<file path="src/rtl/mining_work_loader_pkg.sv">
// Shared definitions for the miner work loader: frame geometry, payload field
// offsets, the committed work record and the receive/run state encodings.
package mining_work_loader_pkg;

  localparam logic [7:0] SYNC_BYTE_DEF = 8'hA5;
  localparam int PAYLOAD_BYTES = 80;
  localparam int PAYLOAD_W     = PAYLOAD_BYTES * 8;

  // Bit offsets inside the 640-bit shadow; the first byte received lands at the top.
  localparam int OFF_DIGEST_INITIAL = 384;
  localparam int OFF_DIGEST_IN      = 128;
  localparam int OFF_MERKLE         = 96;
  localparam int OFF_TIME           = 64;
  localparam int OFF_TARGET         = 32;
  localparam int OFF_NONCE          = 0;

  typedef struct packed {
    logic [255:0] digest_initial;
    logic [255:0] digest_in;
    logic [31:0]  merkle;
    logic [31:0]  time_val;
    logic [31:0]  target;
    logic [31:0]  nonce;
  } work_t;

  typedef enum logic [1:0] {R_IDLE, R_LOAD, R_CSUM} rx_state_e;
  typedef enum logic [2:0] {STOPPED, HRST, ARM, RUNNING, SOLVED} run_state_e;

endpackage

</file>
<file path="src/rtl/mining_work_loader_if.sv">
// Byte-wide receive link between the UART/SPI front-end and the work loader.
interface mining_work_loader_if;
  logic [7:0] rx_data;
  logic       rx_valid;
  logic       rx_ready;

  modport master (output rx_data, output rx_valid, input rx_ready);
  modport slave  (input rx_data, input rx_valid, output rx_ready);
endinterface

</file>
<file path="src/rtl/mining_work_loader_frame_rx.sv">
// Frame receiver: hunts for the sync byte, shifts in 80 payload bytes with a
// running XOR, then judges the checksum byte and emits commit/err strobes.
module mining_frame_rx
  import mining_work_loader_pkg::*;
#(
  parameter logic [7:0] SYNC_BYTE = SYNC_BYTE_DEF
) (
  input  logic                 CLK,
  input  logic                 RST,
  input  logic [7:0]           rx_byte,
  input  logic                 rx_fire,
  output logic [PAYLOAD_W-1:0] payload,
  output logic                 commit,
  output logic                 frame_err,
  output logic                 busy
);

  rx_state_e  state_q, state_d;
  logic [6:0] cnt_q;
  logic [7:0] csum_q;
  logic       csum_byte;

  assign csum_byte = (state_q == R_CSUM) && rx_fire;
  // Combinational so the work registers update on the edge that takes the checksum.
  assign commit    = csum_byte && (rx_byte == csum_q);
  assign busy      = (state_q != R_IDLE);

  always_comb begin
    state_d = state_q;
    unique case (state_q)
      R_IDLE: if (rx_fire && rx_byte == SYNC_BYTE) state_d = R_LOAD;
      R_LOAD: if (rx_fire && cnt_q == 7'(PAYLOAD_BYTES - 1)) state_d = R_CSUM;
      R_CSUM: if (rx_fire) state_d = R_IDLE;
      default: state_d = R_IDLE;
    endcase
  end

  always_ff @(posedge CLK or negedge RST) begin
    if (!RST) begin
      state_q   <= R_IDLE;
      cnt_q     <= '0;
      csum_q    <= '0;
      payload   <= '0;
      frame_err <= 1'b0;
    end else begin
      state_q   <= state_d;
      frame_err <= csum_byte && (rx_byte != csum_q);
      if (state_q == R_IDLE) begin
        cnt_q  <= '0;
        csum_q <= '0;
      end else if (state_q == R_LOAD && rx_fire) begin
        payload <= {payload[PAYLOAD_W-9:0], rx_byte};
        csum_q  <= csum_q ^ rx_byte;
        cnt_q   <= cnt_q + 7'd1;
      end
    end
  end

endmodule

</file>
<file path="src/rtl/mining_work_loader.sv">
// Work loader top: commits validated frames to stable work registers and
// sequences the miner core's reset/run lines, latching the solved status.
module mining_work_loader
  import mining_work_loader_pkg::*;
#(
  parameter int         RST_CYCLES = 2,
  parameter logic [7:0] SYNC_BYTE  = SYNC_BYTE_DEF
) (
  input  logic                 CLK,
  input  logic                 RST,
  mining_work_loader_if.slave  rx,
  output logic [255:0]         digest_initial,
  output logic [255:0]         digest_in,
  output logic [31:0]          merkle,
  output logic [31:0]          time_val,
  output logic [31:0]          target,
  output logic [31:0]          nonce,
  output logic                 hash_rst_n,
  output logic                 hash_write_en,
  input  logic                 solution_valid,
  output logic                 solved,
  output logic                 frame_err,
  output logic                 busy
);

  logic                 rdy_q;
  logic                 rx_fire;
  logic [PAYLOAD_W-1:0] payload;
  logic                 commit;
  work_t                work_q;
  run_state_e           run_q, run_d;
  logic [3:0]           hcnt_q;

  assign rx.rx_ready = rdy_q;
  assign rx_fire     = rx.rx_valid && rdy_q;

  mining_frame_rx #(.SYNC_BYTE(SYNC_BYTE)) u_rx (
    .CLK       (CLK),
    .RST       (RST),
    .rx_byte   (rx.rx_data),
    .rx_fire   (rx_fire),
    .payload   (payload),
    .commit    (commit),
    .frame_err (frame_err),
    .busy      (busy)
  );

  always_ff @(posedge CLK or negedge RST) begin
    if (!RST) begin
      rdy_q  <= 1'b0;
      work_q <= '0;
    end else begin
      rdy_q <= 1'b1;
      if (commit)
        work_q <= '{digest_initial: payload[OFF_DIGEST_INITIAL +: 256],
                    digest_in:      payload[OFF_DIGEST_IN +: 256],
                    merkle:         payload[OFF_MERKLE +: 32],
                    time_val:       payload[OFF_TIME +: 32],
                    target:         payload[OFF_TARGET +: 32],
                    nonce:          payload[OFF_NONCE +: 32]};
    end
  end

  assign digest_initial = work_q.digest_initial;
  assign digest_in      = work_q.digest_in;
  assign merkle         = work_q.merkle;
  assign time_val       = work_q.time_val;
  assign target         = work_q.target;
  assign nonce          = work_q.nonce;

  // A fresh commit overrides everything, including a same-cycle solution.
  always_comb begin
    run_d = run_q;
    if (commit) run_d = HRST;
    else begin
      unique case (run_q)
        STOPPED: run_d = STOPPED;
        HRST:    if (hcnt_q == 4'(RST_CYCLES - 1)) run_d = ARM;
        ARM:     run_d = RUNNING;
        RUNNING: if (solution_valid) run_d = SOLVED;
        SOLVED:  run_d = SOLVED;
        default: run_d = STOPPED;
      endcase
    end
  end

  always_ff @(posedge CLK or negedge RST) begin
    if (!RST) begin
      run_q  <= STOPPED;
      hcnt_q <= '0;
    end else begin
      run_q  <= run_d;
      hcnt_q <= (commit || run_q != HRST) ? 4'd0 : hcnt_q + 4'd1;
    end
  end

  assign hash_rst_n    = (run_q == ARM) || (run_q == RUNNING) || (run_q == SOLVED);
  assign hash_write_en = (run_q == RUNNING) || (run_q == SOLVED);
  assign solved        = (run_q == SOLVED);

endmodule

</file>
<file path="src/flat_wrapper.sv">
// flat-port wrapper written by rule: the top's interface ports become plain ports
module mining_work_loader_flat import mining_work_loader_pkg::*;
#(
  parameter int         RST_CYCLES = 2,
  parameter logic [7:0] SYNC_BYTE  = SYNC_BYTE_DEF
)
  (CLK, RST, digest_initial, digest_in, merkle, time_val, target, nonce, hash_rst_n, hash_write_en, solution_valid, solved, frame_err, busy, rx_rx_data, rx_rx_valid, rx_rx_ready);
  mining_work_loader_if rx_i ();
  input  logic CLK;
  input  logic RST;
  output logic [255:0] digest_initial;
  output logic [255:0] digest_in;
  output logic [31:0] merkle;
  output logic [31:0] time_val;
  output logic [31:0] target;
  output logic [31:0] nonce;
  output logic hash_rst_n;
  output logic hash_write_en;
  input  logic solution_valid;
  output logic solved;
  output logic frame_err;
  output logic busy;
  input wire logic [$bits(rx_i.rx_data)-1:0] rx_rx_data;
  input wire logic [$bits(rx_i.rx_valid)-1:0] rx_rx_valid;
  output wire logic [$bits(rx_i.rx_ready)-1:0] rx_rx_ready;
  assign rx_i.rx_data = rx_rx_data;
  assign rx_i.rx_valid = rx_rx_valid;
  assign rx_rx_ready = rx_i.rx_ready;
  mining_work_loader #(.RST_CYCLES(RST_CYCLES), .SYNC_BYTE(SYNC_BYTE)) u_core (.CLK(CLK), .RST(RST), .rx(rx_i), .digest_initial(digest_initial), .digest_in(digest_in), .merkle(merkle), .time_val(time_val), .target(target), .nonce(nonce), .hash_rst_n(hash_rst_n), .hash_write_en(hash_write_en), .solution_valid(solution_valid), .solved(solved), .frame_err(frame_err), .busy(busy));
endmodule
</file>
<file path="config.mk">
export PLATFORM = sky130hd
export DESIGN_NAME = mining_work_loader_flat
export DESIGN_NICKNAME = d
export VERILOG_FILES = /design/src/rtl/mining_work_loader_pkg.sv /design/src/rtl/mining_work_loader_if.sv /design/src/rtl/mining_work_loader_frame_rx.sv /design/src/rtl/mining_work_loader.sv /design/src/flat_wrapper.sv
export SDC_FILE = /design/constraint.sdc
export NUM_CORES = 2
export LEC_CHECK = 0
export CAP_MARGIN = 5
export CORE_MARGIN = 1
export CORE_UTILIZATION = 59
export DETAILED_ROUTE_END_ITERATION = 7
export PLACE_DENSITY = 0.89
export SLEW_MARGIN = 40
export SYNTH_ARGS = -nofsm -noshare
export SYNTH_HDL_FRONTEND = slang
export SYNTH_SLANG_ARGS = --single-unit
</file>
<file path="constraint.sdc">
create_clock -name CLK -period 3.2 [get_ports CLK]
set_input_delay 0.64 -clock CLK [delete_from_list [all_inputs] [get_ports CLK]]
set_output_delay 0.64 -clock CLK [all_outputs]
set_load 0.005 [all_outputs]
</file>
======== Word level (Yosys, flattened, before mapping) ========
Cells that the tools add are included.
word-level totals
  bits in registers ....................... 1306
  word-level logic and storage cells ...... 65
operators by class
  $add $sub $neg .......................... 2
  equality and inequality tests ........... 17
  muxes and demuxes ....................... 13
  bitwise gates (word level) .............. 2
  reductions and logical operators ........ 17
operators by type and width
  kind                                                  number
  two-way mux 8 bit                                     2
  two-way mux 7 bit                                     2
  case mux 3 bit (4 select lines)                       1
  two-way mux 3 bit                                     3
  equality test 8 bit                                   1
  equality test 8 bit (second input constant)           1
  != test 8 bit                                         1
  XOR 8 bit                                             1
  adder 7 x 1 -> 7 bit (second input constant)          1
  equality test 7 bit (second input constant)           1
  logical AND 1 bit                                     7
  equality test 3 x 2 -> 1 bit (second input constant)  2
  two-way mux 2 bit                                     3
  != test 2 bit (second input constant)                 3
  != test 3 x 1 -> 1 bit (second input constant)        2
  case mux 2 bit (3 select lines)                       1
  adder 4 x 1 -> 4 bit (second input constant)          1
  equality test 4 x 1 -> 1 bit (second input constant)  1
  logical OR 1 bit                                      4
  two-way mux 4 bit                                     1
  AND reduction 2 bit                                   2
  nonzero test 2 bit                                    2
  equality test 3 x 1 -> 1 bit (second input constant)  1
  equality test 3 bit (second input constant)           1
  6 further kinds                                       6

======== Longest topological paths before layout ========
  depth in word-level cells ............... 5
  gate-level depth with buffers ........... 8
  mapped depth without buffers ............ 5

======== Cells and area by module ========
From an unflattened synthesis, not the netlist that was laid out.
second synthesis, totals
  cell total of the unflattened synthesis .. 4196
  area total of the unflattened synthesis .. 49039.5 um2
by module, submodules not included
  module              times used  cells each  area an instance (um2)  seq. area each (um2)
  mining_frame_rx     1           2806        25047.8                 16465.8
  mining_work_loader  1           1390        23991.8                 16215.6

======== Least setup slack after synthesis ========
Ideal clock, no wire load.
  path kind ............................... input to register
  start ................................... in rx_rx_data[4]
  end ..................................... reg u_core.work_q, in the netlist u_core.digest_in[0]
  setup time .............................. 125 ps
  arrival time ............................ 2211 ps
  required time ........................... 3075 ps
  setup slack ............................. 864 ps
  cell stages on the path ................. 8
  path buffers ............................ 4
  cells stage by stage .................... xnor2_1 -> nand2_1 -> or4_1 -> clkbuf_1 -> buf_2 -> buf_6 -> buf_6 -> mux2_4
on the way
  longest elaborated chain between the ends .. 2
RTL lines
  element                 RTL line                           text
  start: declaration      flat_wrapper.sv:23                 input wire logic [$bits(rx_i.rx_data)-1:0] rx_rx_data;
  equality test 8 bit     mining_work_loader_frame_rx.sv:25  assign commit = csum_byte && (rx_byte == csum_q);
  logical AND 1 bit       mining_work_loader_frame_rx.sv:25
  end signal: assignment  mining_work_loader.sv:55           work_q <= '{digest_initial: payload[OFF_DIGEST_INITIAL +: 256],
  end: declaration        mining_work_loader.sv:30           work_t work_q;
Every way passes these cells.
A chain may end at the register's enable or synchronous reset.

======== Final worst setup path ========
  start ................................... reg u_core.run_q[2]
  end ..................................... out hash_rst_n
on the way
  longest elaborated chain between the ends .. 3
  elaborated cells on any way between the ends .. 5
RTL lines
  element                       RTL line                  text
  start: declaration            mining_work_loader.sv:31  run_state_e run_q, run_d;
  start signal: assignment      mining_work_loader.sv:92  run_q <= run_d;
  equality test 3 x 2 -> 1 bit  mining_work_loader.sv:97  assign hash_rst_n = (run_q == ARM) || (run_q == RUNNING) || (run_q == SOLVED);
  logical OR 1 bit              mining_work_loader.sv:97
  logical OR 1 bit *            mining_work_loader.sv:97
  end: declaration              flat_wrapper.sv:17        output logic hash_rst_n;
Every way passes the cells marked *; elsewhere a longest branch is shown, timed or not.

==> impl_results.md <==
* Outcome: complete, but fails checks
* Violations in the final reports: DRC
* Final ANT Viol Nets at 0
* Pre-CTS worst setup slack at ~0.14 ns
* Placed cells at 5881
* Slew Limit Headroom at 56.18%
* Setup violations, final at 0
* Fin Setup TNS at 0 ns
* Wire length of the first global-routing pass at 224800 µm
* Root cell of the clock tree: sky130_fd_sc_hd__clkbuf_16
* Syn Std Cell Area at 50400 µm²
* Pwr Density at 520.7 nW/µm²
* Final instance count without filler cells at between 6000 and 7000
* Global route overflow at 0
* Clock power share at 47.9%
* Detail-routed via count per cell at 5.776
* Type of the worst setup path: reg2out
* Number of clock sinks at 1306
* Starting DRT DRC Count at 3009
* Synthesized Nets at 4212
* Avg Synthesized Cell Area at ~12 µm²
* Maximum number of pins on one net before global-route repair at 106
* IO Port Bufs at around 660
* Data required time at the worst endpoint at 2.56 ns
* Worst Hold Margin at slightly below 0.5 ns
* Global placement routability congestion at 0.8859
* Switching Fraction at between 20% and 30%
* Combinational group share of total power at 1.7%
* Post-Route Skew at around 0.035 ns
* Cell Area, Placed at 58650 µm²
* Total die area at between 80000 and 90000 µm²
* Kind of end point of the critical path: output port
* Layout Cell Area excl Fill at 63080 µm²
* Tightest Pin Transition at 0.6573 ns
* Top achievable clock speed at 0.3434 GHz
* Sequential fraction of the synthesis area at 64.84%
* Count of flip-flops with a built-in enable after synthesis at 0
* Initial Utilization at 59.94%
* Fraction of layout instances using a drive strength above 1 at 19.28%
* Sum of net half-perimeters after detailed placement at 89470 µm
* Yosys warns at 0
* Die height at roughly 290 µm
* DRC viols at 2
* Wire length per cell at between 20 and 25 µm
* Library cell contributing the largest single delay on the critical path: sky130_fd_sc_hd__clkdlybuf4s50_1
* Lkg Pwr at 34.07 nW
* Count of state elements after synthesis at 1306
* Number of global-route vias before repair at 37530
* Primary FF master, synth: sky130_fd_sc_hd__dfrtp_1
* Total Routing Usage GR at between 30% and 40%
* Area growth from synthesis to layout at 25.15%
* Num CTS Buffers at 130
* Maximum clock path buffer count at 3
* Fin. Hold Viols at 0
* WP data arrival at 2.27 ns
* Yosys cell types at 31
* Number of vias in the routed layout at approximately 35000
* Number of resized instances in the post-cts repair step at 0
* Setup repair after global routing missed its margin: false
* Cell Chain, Critical Path: nand2_1 > o21ai_0 > clkdlybuf4s50_1
* I/O Pins at ~660
* Area of the placeable core at 84090 µm²
* NetSw at 7.195 mW
* Crit path buf inv count at 1
* Number of levels the H-tree was split into at 4
* Max VDD drop at 453.7 µV
* Sequential fraction of design power at 50.4%
* Routed wire length at 145900 µm
* Final max-slew violation count at 0
* Max_cap viols at 0
* Path class of the lowest-slack min-delay path: reg2reg
* Critical Path Fanout Max at 9
* Clock latency of the later-clocked register in the worst-skew pair at 0.74 ns
* Clock slew at reported path FFs at 0.06 ns
* Final critical path time including I/O delays and setup at a little under 3 ns
* Number of instances in the synthesized netlist at between 4000 and 5000
* Share of the cycle needed by the critical path after routing at about nine tenths
* Final net count at 4895
* Initial antenna violation count at 2
* Internal power summed over all cells at about 26 mW
* Async set or reset register ratio after synthesis at 100.0%
* Sort of element at the start of the critical path: flop
* Critical path's top delay family: buffers and inverters
* Router iterations before antenna repair at 8
* Floorplan die width at 294.3 µm
* Slowest Stage Delay on Critical Path at 0.60 ns
* Placement row count at approximately 110
* Minimum setup slack in the final design at 0.2880 ns
* CTS tree: built
==> metrics by stage <==
step	utilization (%)	total power, mW
floorplan	-	16.95
global placement	69.75	17.40
detailed placement	69.75	17.41
CTS	75.01	32.95
global route	75.02	33.66
finish	75.02	32.85
==> state kept, by name, indices dropped and copies added, names as in the netlist <==
register and flops:
u_core.u_rx.cnt_q 7, u_core.time_val 32, u_core.u_rx.csum_q 8, u_core.rx.rx_ready 1, u_core.run_q 3, u_core.u_rx.state_q 2, u_core.u_rx.payload 640, u_core.hcnt_q 4
u_core.digest_initial 256, u_core.u_rx.frame_err 1, u_core.digest_in 256, u_core.merkle 32, u_core.nonce 32, u_core.target 32
==> kinds of logic (layout without fill, tap and decap cells) <==
group	Yosys count	after routing	share of synthesized area (%)
AOI/OAI and AO/OA	31	31	0.3152
adders and majority gates	3	3	0.07448
buffers and inverters	221	1002	2.358
other	1	2	0.007440
and+or+nand+nor	1982	1982	14.90
DFF	1306	1306	64.84
muxes	642	642	17.32
xor gates and xnor gates	11	11	0.1912
==> cell usage after synthesis, drive strengths merged (2+ instances only) <==
library cell | count | area (µm²)
nand2 | 1938 | 7274
dfrtp | 1306 | 32680
mux2 | 640 | 8708
clkbuf | 151 | 566.8
buf | 67 | 610.6
o21ai | 26 | 130.1
nor2 | 17 | 63.81
xnor2 | 9 | 78.83
nor4 | 6 | 37.54
a21oi | 4 | 20.02
nand3 | 4 | 20.02
nand4 | 4 | 25.02
ha | 3 | 37.54
inv | 3 | 11.26
mux2i | 2 | 20.02
nand2b | 2 | 12.51
nor3 | 2 | 10.01
xor2 | 2 | 17.52
==> power by group through the flow <==
stage                     Combinational (mW)  Clock [mW]  Sequential (mW)
after global routing                   0.627        16.5             16.5
after CTS                              0.565        15.8             16.6
after detailed placement               0.553           0             16.9
final                                  0.548        15.7             16.6
after floorplan                       0.0881           0             16.9
after global placement                 0.542           0             16.9
==> worst paths after layout <==
kind / endpoint / start / slack, ns / depth (start not counted)
min in group asynchronous: u_core.digest_initial[127]$_DFFE_PN0P_ / RST / 0.52 / 2
worst max register to register: u_core.digest_in[187]$_DFFE_PN0P_ / u_core.u_rx.state_q[0]$_DFFE_PN0P_ / 0.74 / 6
max in group asynchronous: u_core.u_rx.payload[59]$_DFFE_PN0P_ / RST / 1.47 / 3
worst min register to register: u_core.u_rx.cnt_q[6]$_DFFE_PN0P_ / u_core.u_rx.cnt_q[6]$_DFFE_PN0P_ / 0.48 / 1
worst max-delay path: hash_rst_n / u_core.run_q[2]$_DFFE_PN0P_ / 0.29 / 3
worst min-delay path: u_core.u_rx.cnt_q[6]$_DFFE_PN0P_ / u_core.u_rx.cnt_q[6]$_DFFE_PN0P_ / 0.48 / 1
==> layout by cell type (no fill, tap or decap), types with 5 or more instances in the layout <==
cell	synthesis	layout
sky130_fd_sc_hd__buf_4	0	66
sky130_fd_sc_hd__dfrtp_1	1306	1306
sky130_fd_sc_hd__clkinv_2	0	19
sky130_fd_sc_hd__buf_12	0	45
sky130_fd_sc_hd__clkdlybuf4s50_1	0	656
sky130_fd_sc_hd__clkinv_8	0	6
sky130_fd_sc_hd__clkbuf_1	151	26
sky130_fd_sc_hd__xnor2_1	9	9
sky130_fd_sc_hd__bufinv_16	0	8
sky130_fd_sc_hd__nor4_1	6	5
sky130_fd_sc_hd__o21ai_0	26	26
sky130_fd_sc_hd__nor2_1	17	16
sky130_fd_sc_hd__mux2_4	400	400
sky130_fd_sc_hd__clkbuf_16	0	131
sky130_fd_sc_hd__nand2_1	1938	1938
sky130_fd_sc_hd__mux2_2	240	240
sky130_fd_sc_hd__clkbuf_8	0	31
==> routing by layer <==
layer	part of all wire [%]	global-route usage (%)	up-vias
met5	0.0089	0	-
met4	7.1	22.35	2
met3	8.4	9.268	602
met2	49	55.75	1917
met1	35	39.92	18040
li1	-	-	14750
==> worst register-to-register path, stage by stage (launching register included) <==
cell,delay [ns]
sky130_fd_sc_hd__dfrtp_1,0.43
sky130_fd_sc_hd__nor2b_1,0.19
sky130_fd_sc_hd__nand3_1,0.17
sky130_fd_sc_hd__or4_4,0.61
sky130_fd_sc_hd__buf_12,0.19
sky130_fd_sc_hd__buf_12,0.33
sky130_fd_sc_hd__mux2_4,0.42
==> area by class of cell <==
class / instances / area, µm²
tap: 1134 / 1419
sequential: 1306 / 32680
clock buffer: 188 / 3802
multi-input combinational: 2670 / 16550
clock inverter: 42 / 610.6
timing repair buffer: 769 / 8000
fill: 4445 / 21010
inverter: 3 / 11.26
antenna: 1 / 2.502
==> repair_timing <==
action | in CTS | in global routing
setup buffers | 0 | 0
hold endpoints to repair | 71 | 0
hold buffers | 1 | 0
Power figures use the tool's default switching activity.
